`src/rtl/oled_refresh_sched.sv`:
```
// Refresh scheduler feeding OledCtrl: power-up hold-off, periodic/host
// requests merged into one pending slot, ack timeout and frame statistics.
module oled_refresh_sched #(
    parameter int unsigned STARTUP_CYCLES = 2000,
    parameter int unsigned ACK_TIMEOUT    = 64,
    parameter bit          SKIP_CLEAN     = 1'b1
) (
    input  logic        clk,
    input  logic        rst,
    input  logic        enable,
    input  logic [31:0] period,
    input  logic        trigger,
    input  logic        dirty,
    input  logic        busy,
    output logic        refresh,
    output logic        dirty_clr,
    output logic        pending,
    output logic        init_done,
    output logic [15:0] frame_count,
    output logic [7:0]  overrun_count,
    output logic        timeout_err
);

    typedef enum logic [2:0] {
        STARTUP,
        IDLE,
        ISSUE,
        WAIT_ACK,
        WAIT_DONE
    } state_t;

    state_t      state;
    logic [31:0] tmr_cnt;
    logic [31:0] su_cnt;
    logic [31:0] ack_cnt;
    logic        tmr_run;
    logic        tick;
    logic        req;
    logic        issue_go;

    assign tmr_run  = enable && (period != 32'd0);
    // >= rather than == so a period lowered below the count ticks at once
    assign tick     = tmr_run && (tmr_cnt >= period - 32'd1);
    assign req      = trigger || (tick && (!SKIP_CLEAN || dirty));
    assign issue_go = (state == IDLE) && pending && !busy;

    always_ff @(posedge clk or posedge rst) begin
        if (rst) begin
            tmr_cnt <= 32'd0;
        end else if (!tmr_run || tick) begin
            tmr_cnt <= 32'd0;
        end else begin
            tmr_cnt <= tmr_cnt + 32'd1;
        end
    end

    always_ff @(posedge clk or posedge rst) begin
        if (rst) begin
            state         <= STARTUP;
            su_cnt        <= 32'd0;
            ack_cnt       <= 32'd0;
            refresh       <= 1'b0;
            dirty_clr     <= 1'b0;
            pending       <= 1'b0;
            init_done     <= 1'b0;
            frame_count   <= 16'd0;
            overrun_count <= 8'd0;
            timeout_err   <= 1'b0;
        end else begin
            refresh   <= 1'b0;
            dirty_clr <= 1'b0;
            // Only a request landing on an already-latched one is an overrun
            pending   <= (pending && !issue_go) || req;
            if (req && pending && (overrun_count != 8'hFF)) begin
                overrun_count <= overrun_count + 8'd1;
            end
            unique case (state)
                STARTUP: begin
                    if (su_cnt == STARTUP_CYCLES - 1) begin
                        init_done <= 1'b1;
                        state     <= IDLE;
                    end else begin
                        su_cnt <= su_cnt + 32'd1;
                    end
                end
                IDLE: begin
                    if (issue_go) begin
                        refresh   <= 1'b1;
                        dirty_clr <= 1'b1;
                        state     <= ISSUE;
                    end
                end
                ISSUE: begin
                    ack_cnt <= 32'd0;
                    state   <= WAIT_ACK;
                end
                WAIT_ACK: begin
                    if (busy) begin
                        state <= WAIT_DONE;
                    end else if (ack_cnt == ACK_TIMEOUT - 1) begin
                        timeout_err <= 1'b1;
                        state       <= IDLE;
                    end else begin
                        ack_cnt <= ack_cnt + 32'd1;
                    end
                end
                WAIT_DONE: begin
                    if (!busy) begin
                        frame_count <= frame_count + 16'd1;
                        state       <= IDLE;
                    end
                end
                default: state <= STARTUP;
            endcase
        end
    end

endmodule

```
`config.mk`:
```
export PLATFORM = sky130hd
export DESIGN_NAME = oled_refresh_sched
export DESIGN_NICKNAME = d
export VERILOG_FILES = /design/src/rtl/oled_refresh_sched.sv
export SDC_FILE = /design/constraint.sdc
export NUM_CORES = 1
export LEC_CHECK = 0
export ABC_AREA = 1
export BUFFER_PORTS_ARGS = -buffer_cell sky130_fd_sc_hd__buf_2
export CELL_PAD_IN_SITES_DETAIL_PLACEMENT = 1
export CELL_PAD_IN_SITES_GLOBAL_PLACEMENT = 1
export CORE_UTILIZATION = 45
export DETAILED_ROUTE_END_ITERATION = 10
export PLACE_DENSITY = 0.86
export SKIP_CTS_REPAIR_TIMING = 1
export SKIP_LAST_GASP = 1
export SLEW_MARGIN = 0
export SYNTH_ARGS = -nofsm -noshare
export SYNTH_HDL_FRONTEND = slang
export SYNTH_SLANG_ARGS = --single-unit
```
`constraint.sdc`:
```
create_clock -name clk -period 11 [get_ports clk]
set_clock_uncertainty 0.2 [all_clocks]
set_input_delay 0.55 -clock clk [delete_from_list [all_inputs] [get_ports clk]]
set_output_delay 0.55 -clock clk [all_outputs]
set_load 0.01 [all_outputs]
```
* Yosys cells after proc, flatten, opt, wreduce, memory -nomap -nowiden *
Cells that the tools add are included.
W data, S select, Z words.

storage, ports and cells
  register bits after elaboration = 127
  input bits = 38
  logic and storage cells = 67

operators by class
  add/sub/neg operators = 6
  order comparisons = 1
  equality and inequality tests = 13
  multiplexer cells = 12
  bitwise logic cells = 2
  reduce and logical (&&, ||, !) cells = 23

operator list
  cell                     count
  $add A32 B1 Y32 const B  3
  $mux W32                 3
  $pmux W32 S2             1
  $eq A32 B11 Y1 const B   1
  $eq A32 B6 Y1 const B    1
  $ge A32 B32 Y1           1
  $reduce_bool A32 Y1      1
  $sub A32 B1 Y32 const B  1
  $add A16 B1 Y16 const B  1
  $mux W3                  5
  $pmux W3 S5              1
  $ne A2 B2 Y1 const B     5
  $add A8 B1 Y8 const B    1
  $logic_and A1 B1 Y1      8
  $ne A8 B8 Y1 const B     1
  $eq A3 B2 Y1 const B     2
  $reduce_and A2 Y1        3
  $reduce_and A3 Y1        2
  $reduce_and A4 Y1        1
  $eq A3 B1 Y1 const B     1
  $eq A3 B3 Y1 const B     1
  $logic_not A1 Y1         3
  $logic_not A3 Y1         1
  $logic_or A1 B1 Y1       3
  other kinds (4)          6

* Longest topological paths before layout *
  word-level depth = 7
  mapped depth = 25

* Worst setup path after synthesis *
Ideal clock, no wire load.

  kind = input-to-reg
  start point = in period[0]
  end point = reg overrun_count[2]
  setup time = 0.118 ns
  arrival time = 3.156 ns
  data required time = 10.682 ns
  setup slack = 7.527 ns
  cell stages on the path = 22
  path buffers = 0
  path through = inv_1 > ha_1 > nand2_1 > nor2_2 > nand2_2 > nor3_4 > nand3_1 > nor2_1 > nand3_1 > xor2_1 > ha_1 > nand2_1 > nor2_1 > nand2_1 > nor4_1 > nand2_1 > nand2_1 > nand2_1 > nand2_2 > nand3_2 > nand2_1 > nand2_1

on the way
  cells in the longest elaborated chain, start to end = 7
  elaborated cells on any way between the ends = 9
  those cells by class = add/sub (1); order compare (1); reduce/logical (7)

ends and longest elaborated chain
  item                                                    line    source
  start, declared                                         11      input logic [31:0] period,
  $sub A32 B1 Y32 or $reduce_bool A32 Y1 (tied branches)  43, 41
  $ge A32 B32 Y1 or $logic_and A1 B1 Y1 (tied branches)   43, 41
  $logic_and A1 B1 Y1 *                                   43      assign tick = tmr_run && (tmr_cnt >= period - 32'd1);
  $logic_and A1 B1 Y1 *                                   44      assign req = trigger || (tick && (!SKIP_CLEAN || dirty));
  $logic_or A1 B1 Y1 *                                    44
  $logic_and A1 B1 Y1 * (2 in series)                     74      if (req && pending && (overrun_count != 8'hFF)) begin
  end signal, assigned                                    75      overrun_count <= overrun_count + 8'd1;
  end, declared                                           20      output logic [7:0] overrun_count,

Mark *: on every way between the ends. The rest lies on a longest branch, timed or not.
A chain may end at the register's enable or synchronous reset.

* Worst setup path after layout *
  start point = in period[0]
  end point = reg overrun_count[7]

Same word-level chain as after synthesis.

==> results.yml <==
clocking:
  clock_latency_ns: 0.42
  cts_root_buf: "clkbuf_16"
  ctsHtreeMaxLevel: 4
  cts.clk_slew.worst_paths_ns: 0.06
  cts.sinks: 127
  tritoncts: "built"
  cts_inserted_buffers: 17
  ctsLongestPathBuffers: 2
power:
  comb_power_share: 0.200
  clkPwrFrac: 0.400
  ir_worst_vdd_mv: 0.102
  swShare: 0.327
  seq_power_share: 0.400
  p_int_w: 0.000929
  leakagePower_nw: 4.76
  cellPowerDensity_nw_per_um2: 139
  p_sw_w: 0.000451
critical_path:
  cpPeakStageDelay_ns: 0.27
  path_depth: 23
  worstSetupEndpointType: "register"
  start_kind: "primary input"
  worst-setup-path-type: "primary input to register"
  path_buf_inv: 2
  critPathSlowestCell: "ha_1"
  required_ns: 11.11
  cp_max_fo: 9
  crit_chain: "buf_2 -> inv_1 -> ha_1 -> nand2_1 -> nor2_2 -> nand2_2 -> nor3_4 -> nand3_1 -> nor2_1 -> nand3_1 -> xor2_1 -> ha_1 -> nand2_1 -> nor2_1 -> nand2_1 -> nor4_1 -> nand2_1 -> nand2_1 -> nand2_1 -> nand2_2 -> nand3_2 -> nand2_1 -> nand2_1"
  arrival_ns: 3.82
  reg2reg_depth: 9
  crit_top_cell: "nand2_1"
  crit_family: "simple AND/OR/NAND/NOR gates"
grt:
  antenna_found_initial: 0
  first_global_vias: 8425
  grt_pass1_wl_mm: 42.3
  grt_start_max_net_pins: 80
  overflow: 0
  grt_use_total: 0.265
floorplan:
  die_area_um2: 20200
  num_io_pins: 67
  die_h_um: 142
  rows: 50
  die_w_um: 142
  core-area_um2: 19000
  initial_core_util: 0.466
drt:
  drtIter0Drc: 395
  routed_via_density: 5.28
  drc_errors: 0
  dr.pass1.iters: 4
  ant_nets: 0
  vias: 8067
  totalWireLength_mm: 25.1
  wl_per_cell_um: 16.4
placed_design:
  place_ws_ns: 6.84
  placed_area_um2: 9370
  numPortBuffers: 66
  gp_congestion: 0.905
  hpwl_mm: 18.3
sta:
  relSlewSlack: 0.301
  totalNegativeSetupSlack_ns: 0
  fmax_mhz: 269
  finalSetupViolations: 0
  layout_setup_ws_ns: 7.28
  final-hold-violation-count: 0
  post-route-min-period_ns: 3.72
  period_share: 0.338
  rsz0062_at_grt: "false"
  drv_slew: 0
  worst_slew_pin_slew_ns: 1.05
final_layout:
  final_cell_area_um2: 9940
  nNetsFinal: 1332
  n_antenna_cell: 0
  area_growth_pct: 12.5
  n_fill_cell: 2453
  drive_gt1_frac: 0.110
synth:
  synth_nets: 1264
  syn_area_per_cell_um2: 7.44
  netlist.area_leader.share: 0.360
  ys_ff_latch: 127
  ys_types: 42
  ys_warn_count: 0
  yosysSeqAreaShare: 0.360
  synth_area_um2: 8830
  synth_area_leader_cell: "dfrtp_1"
  netlist_instances: 1188
  synth_area_leaders: "dfrtp_1 (36%), nand2_1 (13%), xor2_1 (7.9%)"
hold_path:
  worstHoldPathType: "primary input to async pin"
flow_run:
  maxCapViolCount: 0
status:
  outcome: "complete, no violations"
power by group through the flow:
stage | logic (W) | clock network (W) | registers, W
after floorplan | 0.000207 | 0 | 0.000550
after global placement | 0.000262 | 0 | 0.000557
after detailed placement | 0.000274 | 0 | 0.000558
after CTS | 0.000279 | 0.000559 | 0.000552
after global routing | 0.000314 | 0.000575 | 0.000558
final | 0.000276 | 0.000552 | 0.000553
layer usage:
metal	share of wire	vias up	track usage
met3	0.029	26	0.0424
met5	0	-	0
met1	0.47	3961	0.347
met2	0.49	104	0.455
met4	0.015	0	0.0679
li1	-	3976	-
through the flow:
| stage | cells | power (W) | util | hold slack, ns |
|---|---|---|---|---|
| 2_1_floorplan | 1188 | 0.000757 | - | 0.249 |
| 3_3_place_gp | 1497 | 0.000819 | 0.495 | 0.257 |
| 6_report | 1529 | 0.00138 | 0.524 | 0.0326 |
| 5_1_grt | 1529 | 0.00145 | 0.524 | 0.0849 |
| 3_5_place_dp | 1497 | 0.000832 | 0.495 | 0.268 |
| 4_1_cts | 1529 | 0.00139 | 0.524 | 0.0446 |
final timing paths:
check                           slack, ns  startpoint               end
worst min register to register       0.28   init_done         init_done
worst min-delay path                 0.03         rst       tmr_cnt[10]
worst max-delay path                 7.28   period[0]  overrun_count[7]
worst max register to register       7.50    state[2]       ack_cnt[18]
max in group asynchronous            9.05         rst       tmr_cnt[28]
min in group clk                     0.20     trigger           pending
synthesized netlist by cell type:
cell type,count
nand3_1,63
o21a_1,3
buf_4,1
mux2_1,7
a21boi_0,1
o21bai_1,2
clkinv_2,1
nor3_1,53
o211ai_1,1
or2_1,2
nor3_4,1
nand4_4,1
inv_1,114
dfrtp_1,127
buf_2,5
nand2_1,311
inv_2,5
nor2_2,9
nand3_2,3
nand2_2,6
nor3_2,4
nor4_2,2
nor2_1,173
nand2_4,1
nor4_1,24
xnor2_1,43
mux2_2,5
nand4_1,34
o21ai_0,13
a31oi_1,1
buf_6,7
or2_2,2
a21o_1,5
nor2_4,2
ha_1,38
a21oi_1,24
o21ai_1,4
clkbuf_1,6
nor4b_1,1
xor2_1,80
nor3b_1,2
nor3b_2,1
flip-flops by register name, indices dropped and copies added (netlist names):
| name | count |
|---|---|
| tmr_cnt | 32 |
| state | 3 |
| timeout_err | 1 |
| ack_cnt | 32 |
| overrun_count | 8 |
| dirty_clr | 1 |
| init_done | 1 |
| pending | 1 |
| frame_count | 16 |
| su_cnt | 32 |
logic make-up (layout without fill, tap and decap cells):
group	Yosys count	count (layout)	share of synthesized area
and+or+nand+nor	695	695	0.349
buffers and inverters	139	220	0.0663
DFF	127	127	0.360
xor gates and xnor gates	123	123	0.122
AOI/OAI and AO/OA	54	54	0.0341
adders and majority gates	38	38	0.0538
muxes	12	12	0.0153
cell type report:
class	instances	area, um2	area share
Multi-Input combinational cell	922	5070	0.510
Clock buffer	27	513	0.0516
Timing Repair Buffer	68	345	0.0347
Sequential cell	127	3180	0.320
Tap cell	260	325	0.0327
Clock inverter	5	52.6	0.00529
Inverter	120	454	0.0457
cells in the final DEF, fill, tap and decap left out, types with 3 or more instances in the layout:
cell / netlist / final
o21a_1: 3 / 3
nand2_1: 311 / 311
clkbuf_1: 6 / 5
a21o_1: 5 / 5
o21ai_1: 4 / 4
o21ai_0: 13 / 13
nand3_2: 3 / 3
nor3_1: 53 / 53
nand4_1: 34 / 34
clkinv_2: 1 / 4
xor2_1: 80 / 80
buf_2: 5 / 66
nand3_1: 63 / 63
a21oi_1: 24 / 24
mux2_2: 5 / 5
nor3_2: 4 / 4
inv_1: 114 / 113
clkbuf_16: 0 / 17
nor2_2: 9 / 9
xnor2_1: 43 / 43
dfrtp_1: 127 / 127
nor2_1: 173 / 173
nor4_1: 24 / 24
inv_2: 5 / 5
mux2_1: 7 / 7
ha_1: 38 / 38
nand2_2: 6 / 6
clkbuf_8: 0 / 5
Power figures use the tool's default switching activity.
